==> src/rtl/jtag_axi_pkg.sv <==
// Shared types for the JTAG-to-AXI dispatcher: FSM states, status codes, request control fields.
package jtag_axi_pkg;

  localparam int unsigned SIZE_W  = 3;
  localparam int unsigned RESP_W  = 2;
  localparam int unsigned CTRL_W  = 1 + SIZE_W;
  localparam int unsigned STALE_W = 4;
  localparam int unsigned DROP_W  = 8;

  typedef enum logic [1:0] {
    S_IDLE     = 2'd0,
    S_ISSUE    = 2'd1,
    S_WAIT_RSP = 2'd2,
    S_DONE     = 2'd3
  } disp_state_e;

  typedef enum logic [2:0] {
    STAT_IDLE    = 3'd0,
    STAT_PENDING = 3'd1,
    STAT_OK      = 3'd2,
    STAT_ERR     = 3'd3,
    STAT_TIMEOUT = 3'd4
  } status_code_e;

  // Upper bits of the request payload; address and data follow below it.
  typedef struct packed {
    logic              write;
    logic [SIZE_W-1:0] size;
  } req_ctrl_t;

endpackage

==> src/rtl/jtag_axi_dispatch_if.sv <==
// Request/response FIFO handshakes between the dispatcher (master) and the async FIFOs (slave).
interface jtag_axi_dispatch_if
  import jtag_axi_pkg::*;
#(
  parameter int unsigned ADDR_W = 32,
  parameter int unsigned DATA_W = 32
);

  localparam int unsigned PAY_W = ADDR_W + DATA_W + CTRL_W;

  logic              req_valid_o;
  logic              req_ready_i;
  logic [PAY_W-1:0]  req_payload_o;
  logic              rsp_valid_i;
  logic              rsp_ready_o;
  logic [DATA_W-1:0] rsp_data_i;
  logic [RESP_W-1:0] rsp_resp_i;

  modport master (
    output req_valid_o, req_payload_o, rsp_ready_o,
    input  req_ready_i, rsp_valid_i, rsp_data_i, rsp_resp_i
  );

  modport slave (
    input  req_valid_o, req_payload_o, rsp_ready_o,
    output req_ready_i, rsp_valid_i, rsp_data_i, rsp_resp_i
  );

endinterface

==> src/rtl/jtag_axi_dispatch_wdt.sv <==
// Response watchdog: counts tck cycles from start; expired rises in the TIMEOUT_CYC-th cycle.
module jtag_axi_dispatch_wdt #(
  parameter int unsigned TIMEOUT_CYC = 1024
) (
  input  logic tck,
  input  logic trstn,
  input  logic start,
  input  logic clear,
  output logic expired
);

  localparam int unsigned CNT_W = $clog2(TIMEOUT_CYC + 1);

  logic [CNT_W-1:0] cnt_q;
  logic             run_q;

  // cnt_q holds (cycles elapsed - 1); expired is registered so it lines up with cycle TIMEOUT_CYC.
  always_ff @(posedge tck or negedge trstn) begin
    if (!trstn) begin
      cnt_q   <= '0;
      run_q   <= 1'b0;
      expired <= 1'b0;
    end else if (start) begin
      cnt_q   <= '0;
      run_q   <= 1'b1;
      expired <= 1'b0;
    end else if (clear) begin
      cnt_q   <= '0;
      run_q   <= 1'b0;
      expired <= 1'b0;
    end else if (run_q && !expired) begin
      cnt_q   <= cnt_q + CNT_W'(1);
      expired <= (cnt_q == CNT_W'(TIMEOUT_CYC - 2));
    end
  end

endmodule

==> src/rtl/jtag_axi_dispatch.sv <==
// JTAG-to-AXI dispatcher: hands one request to the request FIFO and records the response as status.
// Response timeout and stale-response tracking are built only with JTAG_AXI_DISPATCH_TIMEOUT_EN defined.
module jtag_axi_dispatch
  import jtag_axi_pkg::*;
#(
  parameter int unsigned ADDR_W      = 32,
  parameter int unsigned DATA_W      = 32,
  parameter int unsigned TIMEOUT_CYC = 1024
) (
  input  logic                tck,
  input  logic                trstn,
  input  logic                req_new_i,
  input  logic [ADDR_W-1:0]   req_addr_i,
  input  logic [DATA_W-1:0]   req_data_i,
  input  logic                req_write_i,
  input  logic [SIZE_W-1:0]   req_size_i,
  jtag_axi_dispatch_if.master bus,
  input  logic                status_rd_i,
  output logic [2:0]          status_code_o,
  output logic [DATA_W-1:0]   status_data_o,
  output logic [RESP_W-1:0]   status_resp_o,
  output logic                busy_o,
  output logic [DROP_W-1:0]   drop_cnt_o
);

  if (TIMEOUT_CYC < 2) begin : g_cfg_check
    $error("jtag_axi_dispatch: TIMEOUT_CYC must be at least 2");
  end

  disp_state_e        state_q, state_d;
  req_ctrl_t          ctrl_q, ctrl_d;
  logic [ADDR_W-1:0]  addr_q, addr_d;
  logic [DATA_W-1:0]  data_q, data_d;
  status_code_e       code_q, code_d;
  logic [DATA_W-1:0]  sdata_q, sdata_d;
  logic [RESP_W-1:0]  sresp_q, sresp_d;
  logic               busy_q, busy_d;
  logic               valid_q, valid_d;
  logic [DROP_W-1:0]  drop_q, drop_d;
  logic [STALE_W-1:0] stale_q;
  logic               expired_c;

  always_ff @(posedge tck or negedge trstn) begin
    if (!trstn) begin
      state_q <= S_IDLE;
      ctrl_q  <= '0;
      addr_q  <= '0;
      data_q  <= '0;
      code_q  <= STAT_IDLE;
      sdata_q <= '0;
      sresp_q <= '0;
      busy_q  <= 1'b0;
      valid_q <= 1'b0;
      drop_q  <= '0;
    end else begin
      state_q <= state_d;
      ctrl_q  <= ctrl_d;
      addr_q  <= addr_d;
      data_q  <= data_d;
      code_q  <= code_d;
      sdata_q <= sdata_d;
      sresp_q <= sresp_d;
      busy_q  <= busy_d;
      valid_q <= valid_d;
      drop_q  <= drop_d;
    end
  end

  // Next state and registered-output next values; a start in DONE wins over the status ack.
  always_comb begin
    state_d = state_q;
    ctrl_d  = ctrl_q;
    addr_d  = addr_q;
    data_d  = data_q;
    code_d  = code_q;
    sdata_d = sdata_q;
    sresp_d = sresp_q;
    drop_d  = drop_q;

    case (state_q)
      S_IDLE, S_DONE: begin
        if (req_new_i) begin
          ctrl_d  = '{write: req_write_i, size: req_size_i};
          addr_d  = req_addr_i;
          data_d  = req_data_i;
          code_d  = STAT_PENDING;
          state_d = S_ISSUE;
        end else if ((state_q == S_DONE) && status_rd_i) begin
          code_d  = STAT_IDLE;
          state_d = S_IDLE;
        end
      end
      S_ISSUE: begin
        if (valid_q && bus.req_ready_i) begin
          state_d = S_WAIT_RSP;
        end
      end
      S_WAIT_RSP: begin
        if (bus.rsp_valid_i && (stale_q == '0)) begin
          sdata_d = bus.rsp_data_i;
          sresp_d = bus.rsp_resp_i;
          code_d  = (bus.rsp_resp_i == '0) ? STAT_OK : STAT_ERR;
          state_d = S_DONE;
        end else if (expired_c) begin
          code_d  = STAT_TIMEOUT;
          state_d = S_DONE;
        end
      end
      default: state_d = S_IDLE;
    endcase

    if (req_new_i && ((state_q == S_ISSUE) || (state_q == S_WAIT_RSP)) && (drop_q != '1)) begin
      drop_d = drop_q + DROP_W'(1);
    end

    busy_d  = (state_d == S_ISSUE) || (state_d == S_WAIT_RSP);
    valid_d = (state_d == S_ISSUE);
  end

`ifdef JTAG_AXI_DISPATCH_TIMEOUT_EN
  logic [STALE_W-1:0] stale_d;
  logic               capture_c;
  logic               tmo_take_c;
  logic               stale_drop_c;

  jtag_axi_dispatch_wdt #(
    .TIMEOUT_CYC (TIMEOUT_CYC)
  ) u_wdt (
    .tck     (tck),
    .trstn   (trstn),
    .start   ((state_q == S_ISSUE) && valid_q && bus.req_ready_i),
    .clear   ((state_q == S_WAIT_RSP) && (state_d != S_WAIT_RSP)),
    .expired (expired_c)
  );

  // Each timeout leaves one response outstanding in the FIFO; the next uncaptured response retires it.
  always_comb begin
    capture_c    = (state_q == S_WAIT_RSP) && bus.rsp_valid_i && (stale_q == '0);
    tmo_take_c   = (state_q == S_WAIT_RSP) && expired_c && !capture_c;
    stale_drop_c = bus.rsp_valid_i && (stale_q != '0);
    stale_d      = stale_q;
    if (tmo_take_c && !stale_drop_c && (stale_q != '1)) begin
      stale_d = stale_q + STALE_W'(1);
    end else if (stale_drop_c && !tmo_take_c) begin
      stale_d = stale_q - STALE_W'(1);
    end
  end

  always_ff @(posedge tck or negedge trstn) begin
    if (!trstn) begin
      stale_q <= '0;
    end else begin
      stale_q <= stale_d;
    end
  end
`else
  assign expired_c = 1'b0;
  assign stale_q   = '0;
`endif

  assign bus.req_valid_o   = valid_q;
  assign bus.req_payload_o = {ctrl_q, addr_q, data_q};
  assign bus.rsp_ready_o   = 1'b1;
  assign status_code_o     = code_q;
  assign status_data_o     = sdata_q;
  assign status_resp_o     = sresp_q;
  assign busy_o            = busy_q;
  assign drop_cnt_o        = drop_q;

endmodule

==> src/flat_wrapper.sv <==
// flat-port wrapper written by rule: the top's interface ports become plain ports
module jtag_axi_dispatch_flat import jtag_axi_pkg::*;
#(
  parameter int unsigned ADDR_W      = 32,
  parameter int unsigned DATA_W      = 32,
  parameter int unsigned TIMEOUT_CYC = 1024
)
  (tck, trstn, req_new_i, req_addr_i, req_data_i, req_write_i, req_size_i, status_rd_i, status_code_o, status_data_o, status_resp_o, busy_o, drop_cnt_o, bus_req_valid_o, bus_req_payload_o, bus_rsp_ready_o, bus_req_ready_i, bus_rsp_valid_i, bus_rsp_data_i, bus_rsp_resp_i);
  jtag_axi_dispatch_if #(.ADDR_W(ADDR_W), .DATA_W(DATA_W)) bus_i ();
  input  logic tck;
  input  logic trstn;
  input  logic req_new_i;
  input  logic [ADDR_W-1:0] req_addr_i;
  input  logic [DATA_W-1:0] req_data_i;
  input  logic req_write_i;
  input  logic [SIZE_W-1:0] req_size_i;
  input  logic status_rd_i;
  output logic [2:0] status_code_o;
  output logic [DATA_W-1:0] status_data_o;
  output logic [RESP_W-1:0] status_resp_o;
  output logic busy_o;
  output logic [DROP_W-1:0] drop_cnt_o;
  output wire logic [$bits(bus_i.req_valid_o)-1:0] bus_req_valid_o;
  output wire logic [$bits(bus_i.req_payload_o)-1:0] bus_req_payload_o;
  output wire logic [$bits(bus_i.rsp_ready_o)-1:0] bus_rsp_ready_o;
  input wire logic [$bits(bus_i.req_ready_i)-1:0] bus_req_ready_i;
  input wire logic [$bits(bus_i.rsp_valid_i)-1:0] bus_rsp_valid_i;
  input wire logic [$bits(bus_i.rsp_data_i)-1:0] bus_rsp_data_i;
  input wire logic [$bits(bus_i.rsp_resp_i)-1:0] bus_rsp_resp_i;
  assign bus_req_valid_o = bus_i.req_valid_o;
  assign bus_req_payload_o = bus_i.req_payload_o;
  assign bus_rsp_ready_o = bus_i.rsp_ready_o;
  assign bus_i.req_ready_i = bus_req_ready_i;
  assign bus_i.rsp_valid_i = bus_rsp_valid_i;
  assign bus_i.rsp_data_i = bus_rsp_data_i;
  assign bus_i.rsp_resp_i = bus_rsp_resp_i;
  jtag_axi_dispatch #(.ADDR_W(ADDR_W), .DATA_W(DATA_W), .TIMEOUT_CYC(TIMEOUT_CYC)) u_core (.tck(tck), .trstn(trstn), .req_new_i(req_new_i), .req_addr_i(req_addr_i), .req_data_i(req_data_i), .req_write_i(req_write_i), .req_size_i(req_size_i), .bus(bus_i), .status_rd_i(status_rd_i), .status_code_o(status_code_o), .status_data_o(status_data_o), .status_resp_o(status_resp_o), .busy_o(busy_o), .drop_cnt_o(drop_cnt_o));
endmodule
==> config.mk <==
export PLATFORM = sky130hd
export DESIGN_NAME = jtag_axi_dispatch_flat
export DESIGN_NICKNAME = d
export VERILOG_FILES = /design/src/rtl/jtag_axi_pkg.sv /design/src/rtl/jtag_axi_dispatch_if.sv /design/src/rtl/jtag_axi_dispatch_wdt.sv /design/src/rtl/jtag_axi_dispatch.sv /design/src/flat_wrapper.sv
export SDC_FILE = /design/constraint.sdc
export NUM_CORES = 1
export LEC_CHECK = 0
export ABC_CLOCK_PERIOD_IN_PS = 2200
export CAP_MARGIN = 20
export CELL_PAD_IN_SITES_DETAIL_PLACEMENT = 1
export CELL_PAD_IN_SITES_GLOBAL_PLACEMENT = 1
export CORE_UTILIZATION = 32
export CTS_BUF_LIST = sky130_fd_sc_hd__clkbuf_8
export CTS_CLUSTER_SIZE = 20
export DETAILED_ROUTE_END_ITERATION = 10
export PLACE_DENSITY = 0.89
export SETUP_SLACK_MARGIN = 0.02
export SLEW_MARGIN = 0
export SYNTH_ARGS = -nofsm -noshare
export SYNTH_HDL_FRONTEND = slang
export SYNTH_SLANG_ARGS = --single-unit
export TNS_END_PERCENT = 50
==> constraint.sdc <==
create_clock -name tck -period 2.2 [get_ports tck]
set_input_delay 0.55 -clock tck [delete_from_list [all_inputs] [get_ports tck]]
set_output_delay 0.55 -clock tck [all_outputs]
set_load 0.05 [all_outputs]
==> results.json <==
{
  "seq_area_frac_synth": 0.639,
  "rsz0062_at_grt": "false",
  "area_delta_synth_final_pct": 65.6,
  "r2r_cells": 8,
  "ys_types": 30,
  "grt_pass1_wl_um": 19800,
  "die_y_um": 121,
  "post-route-drc-count": 0,
  "route.vias.total": 3318,
  "synthTopCellsByArea": "dfrtp_1, mux2_2, ha_1",
  "synth_top_area_frac": 0.639,
  "synth_seq_cells": 116,
  "r2r_end": "u_core.busy_o",
  "arrival_ns": 1.58,
  "post-route-period-util": 0.969,
  "cts_buffers": 17,
  "nets": 651,
  "syn_inst": 293,
  "wl_per_cell_um": 17.7,
  "insertion_delay_ns": 0.43,
  "syn_area_per_cell_um2": 15.5,
  "die_w_um": 121,
  "synth-edff-count": 0,
  "drive_above_1_share": 0.285,
  "cts_hold_buf": 0,
  "routed_wl_um": 12900,
  "drtAntennaViolNets": 0,
  "dp.final_hpwl_um": 9960,
  "core_area_mm2": 0.0139,
  "synth_fp_nets": 408,
  "min_path_type": "in -> async",
  "start_util": 0.327,
  "cts_tree": "yes",
  "reg2reg_from": "u_core.state_q[0]",
  "port_buffers": 221,
  "ios": 224,
  "crit_family": "buffers and inverters",
  "path_max_fanout": 2,
  "antenna_cells": 0,
  "cpPeakStageDelay_ns": 0.80,
  "first_global_vias": 3736,
  "slew_headroom": 0.619,
  "required_ns": 1.65,
  "startpoint_type": "flop",
  "die-area_mm2": 0.0147,
  "max_cap_viol_count": 0,
  "ys.flop_type": "dfrtp_1",
  "tns_ns": 0,
  "yosys_warnings": 0,
  "ys_top_cells_by_count": "dfrtp_1, mux2_2",
  "period_needed_ns": 2.13,
  "path_cells": "clkdlybuf4s50_1",
  "grt_overflow": 0,
  "avgViaCountPerCell": 4.56,
  "critPathKind": "reg -> out",
  "grt_usage": 0.181,
  "outcome": "completed",
  "setup_violations": 0,
  "worst_pin_slew_ns": 0.571,
  "reg2reg_slack_ns": 0.23,
  "hold_violations": 0,
  "cts_resized": 37,
  "post_cts_buffers": 0,
  "fmax_mhz": 469,
  "drt_iter0_markers": 105,
  "htree_levels": 4,
  "fin_skew_ns": 0.0115,
  "endpoint_kind": "output port",
  "crit_path_top_delay_cell": "clkdlybuf4s50_1",
  "cts-root-buf": "clkbuf_8",
  "std_cell_rows": 43,
  "grt_max_degree": 43,
  "gp_congestion": 0.774,
  "ys_async_sr_fraction": 1.00,
  "cts_num_sinks": 116,
  "yosysTopAreaCell": "dfrtp_1",
  "antenna_found_initial": 0,
  "clockBufferDepth": 2,
  "synth.most_common_cell": "dfrtp_1",
  "drv_slew": 0,
  "critPathBufInv": 1,
  "clk_pin_slew_ns": 0.07,
  "netlist_area_mm2": 0.00454,
  "first_pass_iters": 4
}
==> metrics by stage <==
| step | util | setup WS [ns] | cell area, µm² | cells | hold WS (ns) |
|---|---|---|---|---|---|
| final | 0.542 | 0.0686 | 7520 | 728 | 0.102 |
| after global routing | 0.542 | 0.0200 | 7520 | 728 | 0.113 |
| after CTS | 0.529 | 0.00368 | 7340 | 728 | 0.0922 |
| after detailed placement | 0.509 | 0.114 | 7070 | 697 | 0.487 |
| after global placement | 0.509 | 0.137 | 7070 | 697 | 0.473 |
| after floorplan | - | 0.383 | 4540 | 293 | 0.254 |
==> area by class of cell <==
class                           instances  area [µm²]
Clock buffer                           18         248
Fill cell                            1408        6360
Multi-Input combinational cell        156        1520
Timing Repair Buffer                  237        2530
Clock inverter                         13        70.1
Tap cell                              180         225
Sequential cell                       116        2900
Inverter                                8        30.0
==> cell usage in the layout (no fill, tap or decap), drive strengths merged, types with 6 or more instances in the layout <==
cell type	synthesis	layout
clkinv	0	11
dlygate4sd2	0	37
clkdlybuf4s50	0	109
buf	13	18
clkbuf	0	18
inv	8	9
mux2	105	105
dlymetal6s2s	0	73
nand2	8	8
a21oi	6	6
ha	7	7
dfrtp	116	116
==> metal layers <==
layer  GRT usage  share of wire  wire length [µm]  vias up
met5           0              0                 0        -
met3      0.0733          0.088              1140       17
li1            -              -                 -     1508
met1       0.184           0.36              4640     1651
met2       0.326           0.54              6950      142
met4      0.0741          0.015               195        0
==> cell families (layout without fill, tap and decap cells) <==
family	Yosys count	in the layout	share of synthesized area
compound gates	13	13	0.0187
xor+xnor	4	4	0.00771
fa+ha+maj	7	7	0.0193
buf+inv	21	276	0.0259
flops	116	116	0.639
mux	105	105	0.260
other cells	2	2	0.00165
simple gates	25	25	0.0275
==> worst reg2reg max path, cell delays in order (launching register included) <==
cell,delay [ns]
dfrtp_1,0.46
inv_1,0.10
ha_1,0.37
buf_4,0.18
inv_1,0.05
a211oi_1,0.04
nor3_1,0.36
ha_1,0.30
inv_1,0.06
==> registers in the layout, indices dropped and copies added (netlist names) <==
register	cells
u_core.addr_q	32
u_core.data_q	32
u_core.status_data_o	32
u_core.drop_cnt_o	8
u_core.bus.req_payload_o	4
u_core.state_q	2
u_core.status_code_o	2
u_core.status_resp_o	2
u_core.bus.req_valid_o	1
u_core.busy_o	1
==> how the worst max path moves through the flow <==
stage | from | cells past startpoint | end | slack, ns
floorplan | u_core.state_q[0] | 7 | u_core.drop_cnt_o[7] | 0.38
global placement | req_new_i | 4 | u_core.addr_q[16] | 0.14
detailed placement | req_new_i | 5 | u_core.drop_cnt_o[7] | 0.11
CTS | u_core.bus.req_payload_o[64] | 1 | bus_req_payload_o[64] | 0.004
global route | u_core.data_q[24] | 1 | bus_req_payload_o[24] | 0.02
finish | u_core.data_q[24] | 1 | bus_req_payload_o[24] | 0.07
Power is not shown: default switching activity piles up to over one toggle a cycle in this logic, so the estimate is an artifact.
